===== config.mk =====
export PLATFORM = sky130hd
export DESIGN_NAME = rf_scoreboard_flat
export DESIGN_NICKNAME = d
export VERILOG_FILES = /design/src/rtl/rf_scoreboard_if.sv /design/src/rtl/rf_scoreboard.sv /design/src/flat_wrapper.sv
export SDC_FILE = /design/constraint.sdc
export NUM_CORES = 1
export LEC_CHECK = 0
export ABC_AREA = 1
export ABC_CLOCK_PERIOD_IN_PS = 2400
export BUFFER_PORTS_ARGS = -buffer_cell sky130_fd_sc_hd__buf_2
export CORE_MARGIN = 2
export CORE_UTILIZATION = 45
export CTS_BUF_LIST = sky130_fd_sc_hd__clkbuf_8
export CTS_CLUSTER_DIAMETER = 60
export DETAILED_ROUTE_END_ITERATION = 16
export PLACE_DENSITY = 0.66
export SYNTH_ARGS = -nofsm -noshare
export SYNTH_HDL_FRONTEND = slang
export SYNTH_SLANG_ARGS = --single-unit

===== constraint.sdc =====
create_clock -name clk -period 2.4 [get_ports clk]
set_clock_uncertainty 0.2 [all_clocks]
set_input_delay 0.24 -clock clk [delete_from_list [all_inputs] [get_ports clk]]
set_output_delay 0.24 -clock clk [all_outputs]
set_load 0.1 [all_outputs]

===== src/rtl/rf_scoreboard_if.sv =====
// rtl/rf_scoreboard_if.sv - decode/writeback bus of the scoreboarded register file
interface rf_scoreboard_if #(
  parameter int WORD_SIZE = 16,
  parameter int ADDR_BITS = 2
);
  logic [ADDR_BITS-1:0] read_addr_1;
  logic [ADDR_BITS-1:0] read_addr_2;
  logic [WORD_SIZE-1:0] read_data_1;
  logic [WORD_SIZE-1:0] read_data_2;
  logic                 read_busy_1;
  logic                 read_busy_2;
  logic                 write_en;
  logic [ADDR_BITS-1:0] write_addr;
  logic [WORD_SIZE-1:0] write_data;
  logic                 reserve_en;
  logic [ADDR_BITS-1:0] reserve_addr;
  logic                 clear_req;
  logic                 clear_busy;
  logic                 clear_done;
  logic [ADDR_BITS:0]   pending_count;

  modport master (
    output read_addr_1, read_addr_2, write_en, write_addr, write_data,
           reserve_en, reserve_addr, clear_req,
    input  read_data_1, read_data_2, read_busy_1, read_busy_2,
           clear_busy, clear_done, pending_count
  );

  modport slave (
    input  read_addr_1, read_addr_2, write_en, write_addr, write_data,
           reserve_en, reserve_addr, clear_req,
    output read_data_1, read_data_2, read_busy_1, read_busy_2,
           clear_busy, clear_done, pending_count
  );
endinterface


===== src/rtl/rf_scoreboard.sv =====
// rtl/rf_scoreboard.sv - 2R/1W register file with pending-write scoreboard,
// write-to-read bypass, optional zero register and multi-cycle soft clear
module rf_scoreboard #(
  parameter int WORD_SIZE = 16,
  parameter int ADDR_BITS = 2,
  parameter int BYPASS    = 1,
  parameter int R0_ZERO   = 0
) (
  input  logic clk,
  input  logic reset_n,
  rf_scoreboard_if.slave bus
);
  localparam int REG_SIZE = 2**ADDR_BITS;
  localparam logic [ADDR_BITS-1:0] LAST_IDX = ADDR_BITS'(REG_SIZE - 1);

  typedef enum logic [1:0] {IDLE, CLEAR, DONE} state_t;

  state_t               state_q;
  logic [ADDR_BITS-1:0] clr_idx_q;
  logic                 clear_busy_q;
  logic                 clear_done_q;
  logic [WORD_SIZE-1:0] mem_q [REG_SIZE];
  logic [REG_SIZE-1:0]  busy_q, busy_d;
  logic [ADDR_BITS:0]   count_q, count_d;
  logic                 idle, wr_ok, rsv_ok;

  function automatic logic is_zero_reg(input logic [ADDR_BITS-1:0] a);
    return (R0_ZERO != 0) && (a == '0);
  endfunction

  assign idle   = (state_q == IDLE);
  assign wr_ok  = idle && bus.write_en && !is_zero_reg(bus.write_addr);
  assign rsv_ok = idle && bus.reserve_en && !is_zero_reg(bus.reserve_addr);

  // Reserve is applied after the write so a same-address pair leaves the new producer pending.
  always_comb begin
    busy_d = busy_q;
    if (state_q == CLEAR) busy_d[clr_idx_q] = 1'b0;
    if (wr_ok)            busy_d[bus.write_addr] = 1'b0;
    if (rsv_ok)           busy_d[bus.reserve_addr] = 1'b1;
    count_d = '0;
    for (int i = 0; i < REG_SIZE; i++) begin
      count_d = count_d + {{ADDR_BITS{1'b0}}, busy_d[i]};
    end
  end

  always_comb begin
    bus.read_data_1 = mem_q[bus.read_addr_1];
    bus.read_busy_1 = busy_q[bus.read_addr_1];
    if (is_zero_reg(bus.read_addr_1)) begin
      bus.read_data_1 = '0;
      bus.read_busy_1 = 1'b0;
    end else if ((BYPASS != 0) && idle && bus.write_en && (bus.write_addr == bus.read_addr_1)) begin
      bus.read_data_1 = bus.write_data;
      bus.read_busy_1 = 1'b0;
    end
  end

  always_comb begin
    bus.read_data_2 = mem_q[bus.read_addr_2];
    bus.read_busy_2 = busy_q[bus.read_addr_2];
    if (is_zero_reg(bus.read_addr_2)) begin
      bus.read_data_2 = '0;
      bus.read_busy_2 = 1'b0;
    end else if ((BYPASS != 0) && idle && bus.write_en && (bus.write_addr == bus.read_addr_2)) begin
      bus.read_data_2 = bus.write_data;
      bus.read_busy_2 = 1'b0;
    end
  end

  always_ff @(posedge clk or negedge reset_n) begin
    if (!reset_n) begin
      state_q      <= IDLE;
      clr_idx_q    <= '0;
      clear_busy_q <= 1'b0;
      clear_done_q <= 1'b0;
      busy_q       <= '0;
      count_q      <= '0;
      for (int i = 0; i < REG_SIZE; i++) mem_q[i] <= '0;
    end else begin
      busy_q       <= busy_d;
      count_q      <= count_d;
      clear_done_q <= 1'b0;
      case (state_q)
        IDLE: begin
          if (wr_ok) mem_q[bus.write_addr] <= bus.write_data;
          if (bus.clear_req) begin
            state_q      <= CLEAR;
            clr_idx_q    <= '0;
            clear_busy_q <= 1'b1;
          end
        end
        CLEAR: begin
          mem_q[clr_idx_q] <= '0;
          clr_idx_q        <= clr_idx_q + 1'b1;
          if (clr_idx_q == LAST_IDX) begin
            state_q      <= DONE;
            clear_done_q <= 1'b1;
          end
        end
        DONE: begin
          state_q      <= IDLE;
          clear_busy_q <= 1'b0;
        end
        default: state_q <= IDLE;
      endcase
    end
  end

  assign bus.clear_busy    = clear_busy_q;
  assign bus.clear_done    = clear_done_q;
  assign bus.pending_count = count_q;
endmodule


===== src/flat_wrapper.sv =====
// flat-port wrapper written by rule: the top's interface ports become plain ports
module rf_scoreboard_flat 
#(
  parameter int WORD_SIZE = 16,
  parameter int ADDR_BITS = 2,
  parameter int BYPASS    = 1,
  parameter int R0_ZERO   = 0
)
  (clk, reset_n, bus_read_addr_1, bus_read_addr_2, bus_write_en, bus_write_addr, bus_write_data, bus_reserve_en, bus_reserve_addr, bus_clear_req, bus_read_data_1, bus_read_data_2, bus_read_busy_1, bus_read_busy_2, bus_clear_busy, bus_clear_done, bus_pending_count);
  rf_scoreboard_if #(.WORD_SIZE(WORD_SIZE), .ADDR_BITS(ADDR_BITS)) bus_i ();
  input  logic clk;
  input  logic reset_n;
  input wire logic [$bits(bus_i.read_addr_1)-1:0] bus_read_addr_1;
  input wire logic [$bits(bus_i.read_addr_2)-1:0] bus_read_addr_2;
  input wire logic [$bits(bus_i.write_en)-1:0] bus_write_en;
  input wire logic [$bits(bus_i.write_addr)-1:0] bus_write_addr;
  input wire logic [$bits(bus_i.write_data)-1:0] bus_write_data;
  input wire logic [$bits(bus_i.reserve_en)-1:0] bus_reserve_en;
  input wire logic [$bits(bus_i.reserve_addr)-1:0] bus_reserve_addr;
  input wire logic [$bits(bus_i.clear_req)-1:0] bus_clear_req;
  output wire logic [$bits(bus_i.read_data_1)-1:0] bus_read_data_1;
  output wire logic [$bits(bus_i.read_data_2)-1:0] bus_read_data_2;
  output wire logic [$bits(bus_i.read_busy_1)-1:0] bus_read_busy_1;
  output wire logic [$bits(bus_i.read_busy_2)-1:0] bus_read_busy_2;
  output wire logic [$bits(bus_i.clear_busy)-1:0] bus_clear_busy;
  output wire logic [$bits(bus_i.clear_done)-1:0] bus_clear_done;
  output wire logic [$bits(bus_i.pending_count)-1:0] bus_pending_count;
  assign bus_i.read_addr_1 = bus_read_addr_1;
  assign bus_i.read_addr_2 = bus_read_addr_2;
  assign bus_i.write_en = bus_write_en;
  assign bus_i.write_addr = bus_write_addr;
  assign bus_i.write_data = bus_write_data;
  assign bus_i.reserve_en = bus_reserve_en;
  assign bus_i.reserve_addr = bus_reserve_addr;
  assign bus_i.clear_req = bus_clear_req;
  assign bus_read_data_1 = bus_i.read_data_1;
  assign bus_read_data_2 = bus_i.read_data_2;
  assign bus_read_busy_1 = bus_i.read_busy_1;
  assign bus_read_busy_2 = bus_i.read_busy_2;
  assign bus_clear_busy = bus_i.clear_busy;
  assign bus_clear_done = bus_i.clear_done;
  assign bus_pending_count = bus_i.pending_count;
  rf_scoreboard #(.WORD_SIZE(WORD_SIZE), .ADDR_BITS(ADDR_BITS), .BYPASS(BYPASS), .R0_ZERO(R0_ZERO)) u_core (.clk(clk), .reset_n(reset_n), .bus(bus_i));
endmodule

==> run summary, run 1 <==
CP startpoint kind = register
DR vias = 6956
I/O Buffers = 67
TNS Setup = 0 ps
CP Class = register to output pin
I/O pin count = 68
Final ANT Viol Nets = 0
Setup Viol. Count Final = 0
clk root buf = clkbuf_8
delay-heaviest family, CP = simple AND/OR/NAND/NOR gates
drt pass-1 iters = 6
multi-input gate area in the final layout = 3690 µm²
Min-Delay Path Class = input port to register
share of post-route cells with drive strength above 1 = 15.2%
initial antenna violation count = 0
FILL cells = 1341
Layout area overhead = 23.1%
CP cell instances = inv_4 > nand2_2 > nor2_4 > nand3_4 > buf_12 > nand2_1 > nand2_1 > buf_12
Final Wtd Congestion = 0.915
commonest non-fill, non-tap cell in the layout = nand2_1
mean routed wirelength per cell = 17.0 µm
Skew-Pair Late Insertion Delay = 370 ps
crit-path max FO = 5
CTS clk-pin slew, worst paths = 90 ps
Remaining Overflow, GRT = 0
final hold vios = 0
core area = 13700 µm²
R2R depth = 8
Die ar. = 14900 µm²
total wire length = 21400 µm
number of inserted diodes = 0
critical path arrival = 1930 ps
CP max-delay cell = dfrtp_2
placed cells = 1233
maximum vdd drop = 1680 µV
Critical Path Sink Type = output pin
Nets = 1111
final slew viol count = 0
Vert. Die Dim = 122 µm
FF+latch count, synth = 77
minimum clock period = 2370 ps
critical path required time = 1960 ps
Rows = 43
Max Clk Rate = 421 MHz
Post-DP HPWL = 14500 µm
Critical Path Max Stage Delay = 480 ps
Avg Cell Area, Syn = 6.14 µm²
FF/Latch Area = 1930 µm²
Syn Std Cell Area = 6270 µm²
first-pass GRT wire length = 34000 µm
post-synthesis sequential area ratio = 30.8%
most frequent cells in the layout = 442 x nand2_1, 297 x nand3_1, 78 x inv_1
CTS tree = built
vias per inst = 5.52
post-synthesis cell type count = 27
largest net degree at the start of global routing = 118
# clock sinks = 77
syn_nets = 1057
Post-Syn Instances = 1021
Starting Density = 45.7%
LEAKAGE = 4.37 nW
Pwr Density = 1270 nW/µm²
Bufs and invs on worst path = 3
total global-route track usage = 29.4%
Yosys Warn Count = 0
number of CTS-inserted buffers = 9
Worst Hold Depth = 3
fin cells = 1260
fin crit share = 98.9%
DRC = 0
Worst slew margin = 51.1%
Max Buffers Root-to-Sink = 2
vias in the first global route = 6075
Die Wd = 122 µm
DR iter-0 viols = 925
Worst-Margin Slew = 733 ps
cell count along the critical path = 8
outcome = finished, final reports clean
max-cap viol count = 0
htree depth = 3
registers in the layout, indices dropped and copies added, names as in the netlist:
register                  count
u_core.mem_q                 64
u_core.busy_q                 4
u_core.bus.pending_count      3
u_core.clr_idx_q              2
u_core.state_q                2
u_core.bus.clear_busy         1
u_core.bus.clear_done         1
synth_stat cells (all sizes together):
master	n	share of area, %
clkbuf	12	0.72
nand3	304	25
nand2	456	28
xnor2	2	0.88
o21ai	3	0.24
o211ai	1	0.12
dfrtp	77	31
clkinv	4	0.24
nor2	11	1.7
fa	1	0.32
a22o	1	0.14
ha	6	1.2
inv	85	5.1
buf	55	5.2
nand3b	1	0.12
a21oi	2	0.16
final timing paths:
| kind | start | end | slack (ps) |
|---|---|---|---|
| hold / removal | bus_reserve_addr[1] | u_core.busy_q[3] | 30 |
| hold reg to reg | u_core.state_q[1] | u_core.bus.clear_busy | 340 |
| min in group asynchronous | reset_n | u_core.mem_q[49] | 130 |
| max in group asynchronous | reset_n | u_core.mem_q[29] | 1230 |
| setup / recovery | u_core.state_q[0] | bus_read_data_1[4] | 30 |
| setup reg to reg | u_core.state_q[0] | u_core.bus.pending_count[1] | 160 |
cells by family (layout without fill, tap and decap cells):
group | Yosys count | in the layout | synth area share [%]
flops | 77 | 77 | 30.8
simple gates | 772 | 772 | 55.0
xor+xnor | 2 | 2 | 0.879
compound gates | 7 | 7 | 0.659
buf+inv | 156 | 215 | 11.2
fa+ha+maj | 7 | 7 | 1.52
stage by stage:
stage / area (µm²) / setup slack (ps) / power, mW / util (%) / hold slack, ps
CTS: 7610 / 11.4 / 9.67 / 55.4 / 12.6
finish: 7720 / 26.2 / 9.80 / 56.2 / 25.9
global route: 7720 / -17.3 / 10.4 / 56.2 / 19.8
detailed placement: 7260 / 146 / 8.38 / 52.9 / -1.78
floorplan: 6270 / 2.71 / 6.58 / - / -256
global placement: 7260 / 170 / 8.32 / 52.9 / -2.27
worst min-delay path, stage by stage:
cell	delay, ps
buf_2	130
nand3_1	80
nand2_1	100
power breakdown:
part / switching, mW / leakage, nW / internal [mW]
combinational: 4.40 / 3.21 / 1.86
clock: 0.525 / 0.126 / 0.698
sequential: 0.477 / 1.03 / 1.84
total: 5.40 / 4.37 / 4.40
cell type report:
| cell class | instances | area share (%) |
|---|---|---|
| Multi-Input combinational cell | 788 | 47.8 |
| Sequential cell | 77 | 25.0 |
| Timing Repair Buffer | 110 | 16.7 |
| Inverter | 89 | 4.38 |
| Tap cell | 180 | 2.92 |
| Clock buffer | 13 | 2.32 |
| Clock inverter | 3 | 0.843 |
per-layer routing:
metal  vias up  GRT usage, %  routed length [µm]
met5         -             0                   0
met1      3257          45.0                9660
met3        29          4.49                1800
li1       3353             -                   -
met4         0          5.82                 327
met2       317          43.9                9610
timing repair:
| action | in CTS | in global routing |
|---|---|---|
| hold endpoints to repair | 60 | 0 |
| gates resized for setup | 4 | 14 |
| pin swaps | 3 | 4 |
| cloned | 0 | 2 |
| setup buffers | 4 | 2 |
| hold buffers | 3 | 0 |
| setup endpoints to repair | 33 | 34 |
Power figures use the tool's default switching activity.
==> run 2, diff against run 1 <==
Settings changed: CORE_MARGIN 2 to unset.
==> run 2 against run 1 <==
Against the previous run:
- sequential power barely moved
- sequential share of layout area down 0.061 points
- clock power barely moved
- global-route usage is 1.9 points higher
- critical path type unchanged
- largest power group unchanged
==> run summary, run 2 (same netlist as run 1, synthesis figures left out) <==
clk root buf = clkbuf_8
Die Wd = 120 µm (-1.6%)
Starting Density = 46.8% (+1.1 points)
drt pass-1 iters = 8 (+2)
startpoint of the lowest-slack hold path = bus_reserve_en
LEAKAGE = 4.37 nW (about the same)
Remaining Overflow, GRT = 0 (unchanged)
total global-route track usage = 31.3% (+1.9 points)
total wire length = 22200 µm (+3.6%)
max reg flops = 64 (unchanged)
CP startpoint kind = register
htree depth = 3 (unchanged)
Layout area overhead = 23.4%
worst r2r src = u_core.state_q[1]
core area = 13400 µm² (-2.3%)
Min-Delay Path Class = input port to register
Setup Viol. Count Final = 0 (unchanged)
share of post-route cells with drive strength above 1 = 16.4% (+1.2 points)
fin crit share = 99.5% (+0.64 points)
critical path required time = 1960 ps (about the same)
total power = 9.83 mW (+0.27%)
I/O pin count = 68 (unchanged)
Worst-Margin Slew = 745 ps (+11.4 ps)
mean routed wirelength per cell = 17.6 µm (+3.5%)
max-cap viol count = 0 (unchanged)
final setup margin = 10.8 ps (-15.4 ps)
CTS clk-pin slew, worst paths = 90 ps (about the same)
Rows = 42 (-2.3%)
initial antenna violation count = 1 (+1)
CTS tree = built
Vert. Die Dim = 120 µm (-1.6%)
Worst slew margin = 50.4% (-0.76 points)
commonest non-fill, non-tap cell in the layout = nand2_1
first-pass GRT wire length = 34700 µm (+1.9%)
final hold vios = 0 (unchanged)
DR vias = 7011 (+0.79%)
DR iter-0 viols = 885 (-4.3%)
fin cells = 1262 (+0.16%)
final slew viol count = 0 (unchanged)
vias per inst = 5.56 (+0.63%)
Pwr Density = 1270 nW/µm² (about the same)
maximum vdd drop = 710 µV (-58%)
Nets = 1116 (+0.45%)
placed cells = 1230 (-0.24%)
largest net degree at the start of global routing = 70 (-41%)
I/O Buffers = 67 (unchanged)
crit-path max FO = 8 (+3)
Worst Hold Depth = 5 (+2)
R2R depth = 8 (unchanged)
Skew-Pair Late Insertion Delay = 380 ps (about the same)
RSZ-0062 raised after global routing = yes
Util after Layout = 57.7% (+1.5 points)
# clock sinks = 77 (unchanged)
Max Buffers Root-to-Sink = 2 (unchanged)
flop2flop setup slack = 60 ps (-100 ps)
outcome = finished, final reports clean
CP Class = register to output pin
Die ar. = 14400 µm² (-3.3%)
Place WS = 116 ps (-30.2 ps)
Max Clk Rate = 419 MHz (-0.64%)
number of CTS-inserted buffers = 9 (unchanged)
Final ANT Viol Nets = 0 (unchanged)
most frequent cells in the layout = 430 x nand2_1, 297 x nand3_1, 80 x inv_1
Biggest register = u_core.mem_q
vias in the first global route = 6209 (+2.2%)
RR Endpoint = u_core.bus.pending_count[1]
critical path arrival = 1950 ps (+20 ps)
Critical Path Sink Type = output pin
Post-DP HPWL = 14700 µm (+2.0%)
DRC = 0 (unchanged)
minimum clock period = 2390 ps (+15.4 ps)
Hold EP = u_core.busy_q[0]
Final Wtd Congestion = 0.898 (-1.9%)
[run 2: changes by cell type in the layout (fill, tap and decap cells not counted), moves of 2 or more]
cell / previous run / this run
nand2_2: 9 / 20
clkbuf_8: 13 / 10
inv_1: 78 / 80
buf_4: 33 / 39
dlygate4sd3_1: 3 / 5
nand2_1: 442 / 430
buf_12: 40 / 36
[run 2: how the worst max path moves through the flow]
| stage | from | endpoint | slack (ps) | cells past startpoint |
|---|---|---|---|---|
| after floorplan | u_core.state_q[0] | u_core.bus.pending_count[1] | 3 | 8 |
| final | u_core.state_q[1] | bus_read_data_2[14] | 10 | 7 |
| after global routing | u_core.state_q[1] | bus_read_data_2[3] | -40 | 7 |
| after detailed placement | u_core.state_q[0] | u_core.bus.pending_count[1] | 120 | 8 |
| after CTS | u_core.state_q[0] | bus_read_data_1[3] | 0.2 | 8 |
| after global placement | u_core.clr_idx_q[1] | u_core.bus.pending_count[1] | 160 | 8 |
[run 2: stage by stage]
step | TNS (ps) | area (µm²) | hold WS [ps]
6_report | 0 | 7730 | 42.4
5_1_grt | -322 | 7730 | 101
4_1_cts | 0 | 7580 | 49.4
3_5_place_dp | 0 | 7240 | 34.8
3_3_place_gp | 0 | 7240 | 33.0
2_1_floorplan | 0 | 6270 | -256
[run 2: routing by layer]
metal  vias up  GRT usage, %  wire length [µm]
li1       3363             -                 -
met1      3181          44.8              9430
met2       422          45.4              9700
met3        45          7.56              2510
met4         0          11.2               534
met5         -             0                 0
[run 2: cell type report]
cell class | instances | area [µm²]
timing repair buffer | 114 | 1260
fill | 1309 | 5670
sequential | 77 | 1930
clock buffer | 10 | 138
clock inverter | 6 | 103
tap | 176 | 220
inverter | 89 | 340
multi-input combinational | 789 | 3740
antenna | 1 | 2.50
[run 2: what timing repair did]
action	4_1_cts	5_1_grt
cloned	0	2
endpoints found under the hold margin	39	0
setup buffers	2	6
hold buffers	5	0
setup endpoints to repair	30	32
resized for setup	6	26
pin swaps	1	3
[run 2: critical path: stages (launching register included)]
cell and delay [ps]:
dfrtp_2 480, inv_4 110, nand2_4 60, nor2_4 220, nand3_2 300, nand2_1 140, nand2_1 90, buf_12 170
[run 2: where the power goes]
part           switching, mW  total [mW]  leakage [nW]  internal (mW)
clock network          0.528        1.24         0.129          0.711
registers              0.464        2.30          1.03           1.84
logic                   4.42        6.29          3.20           1.87
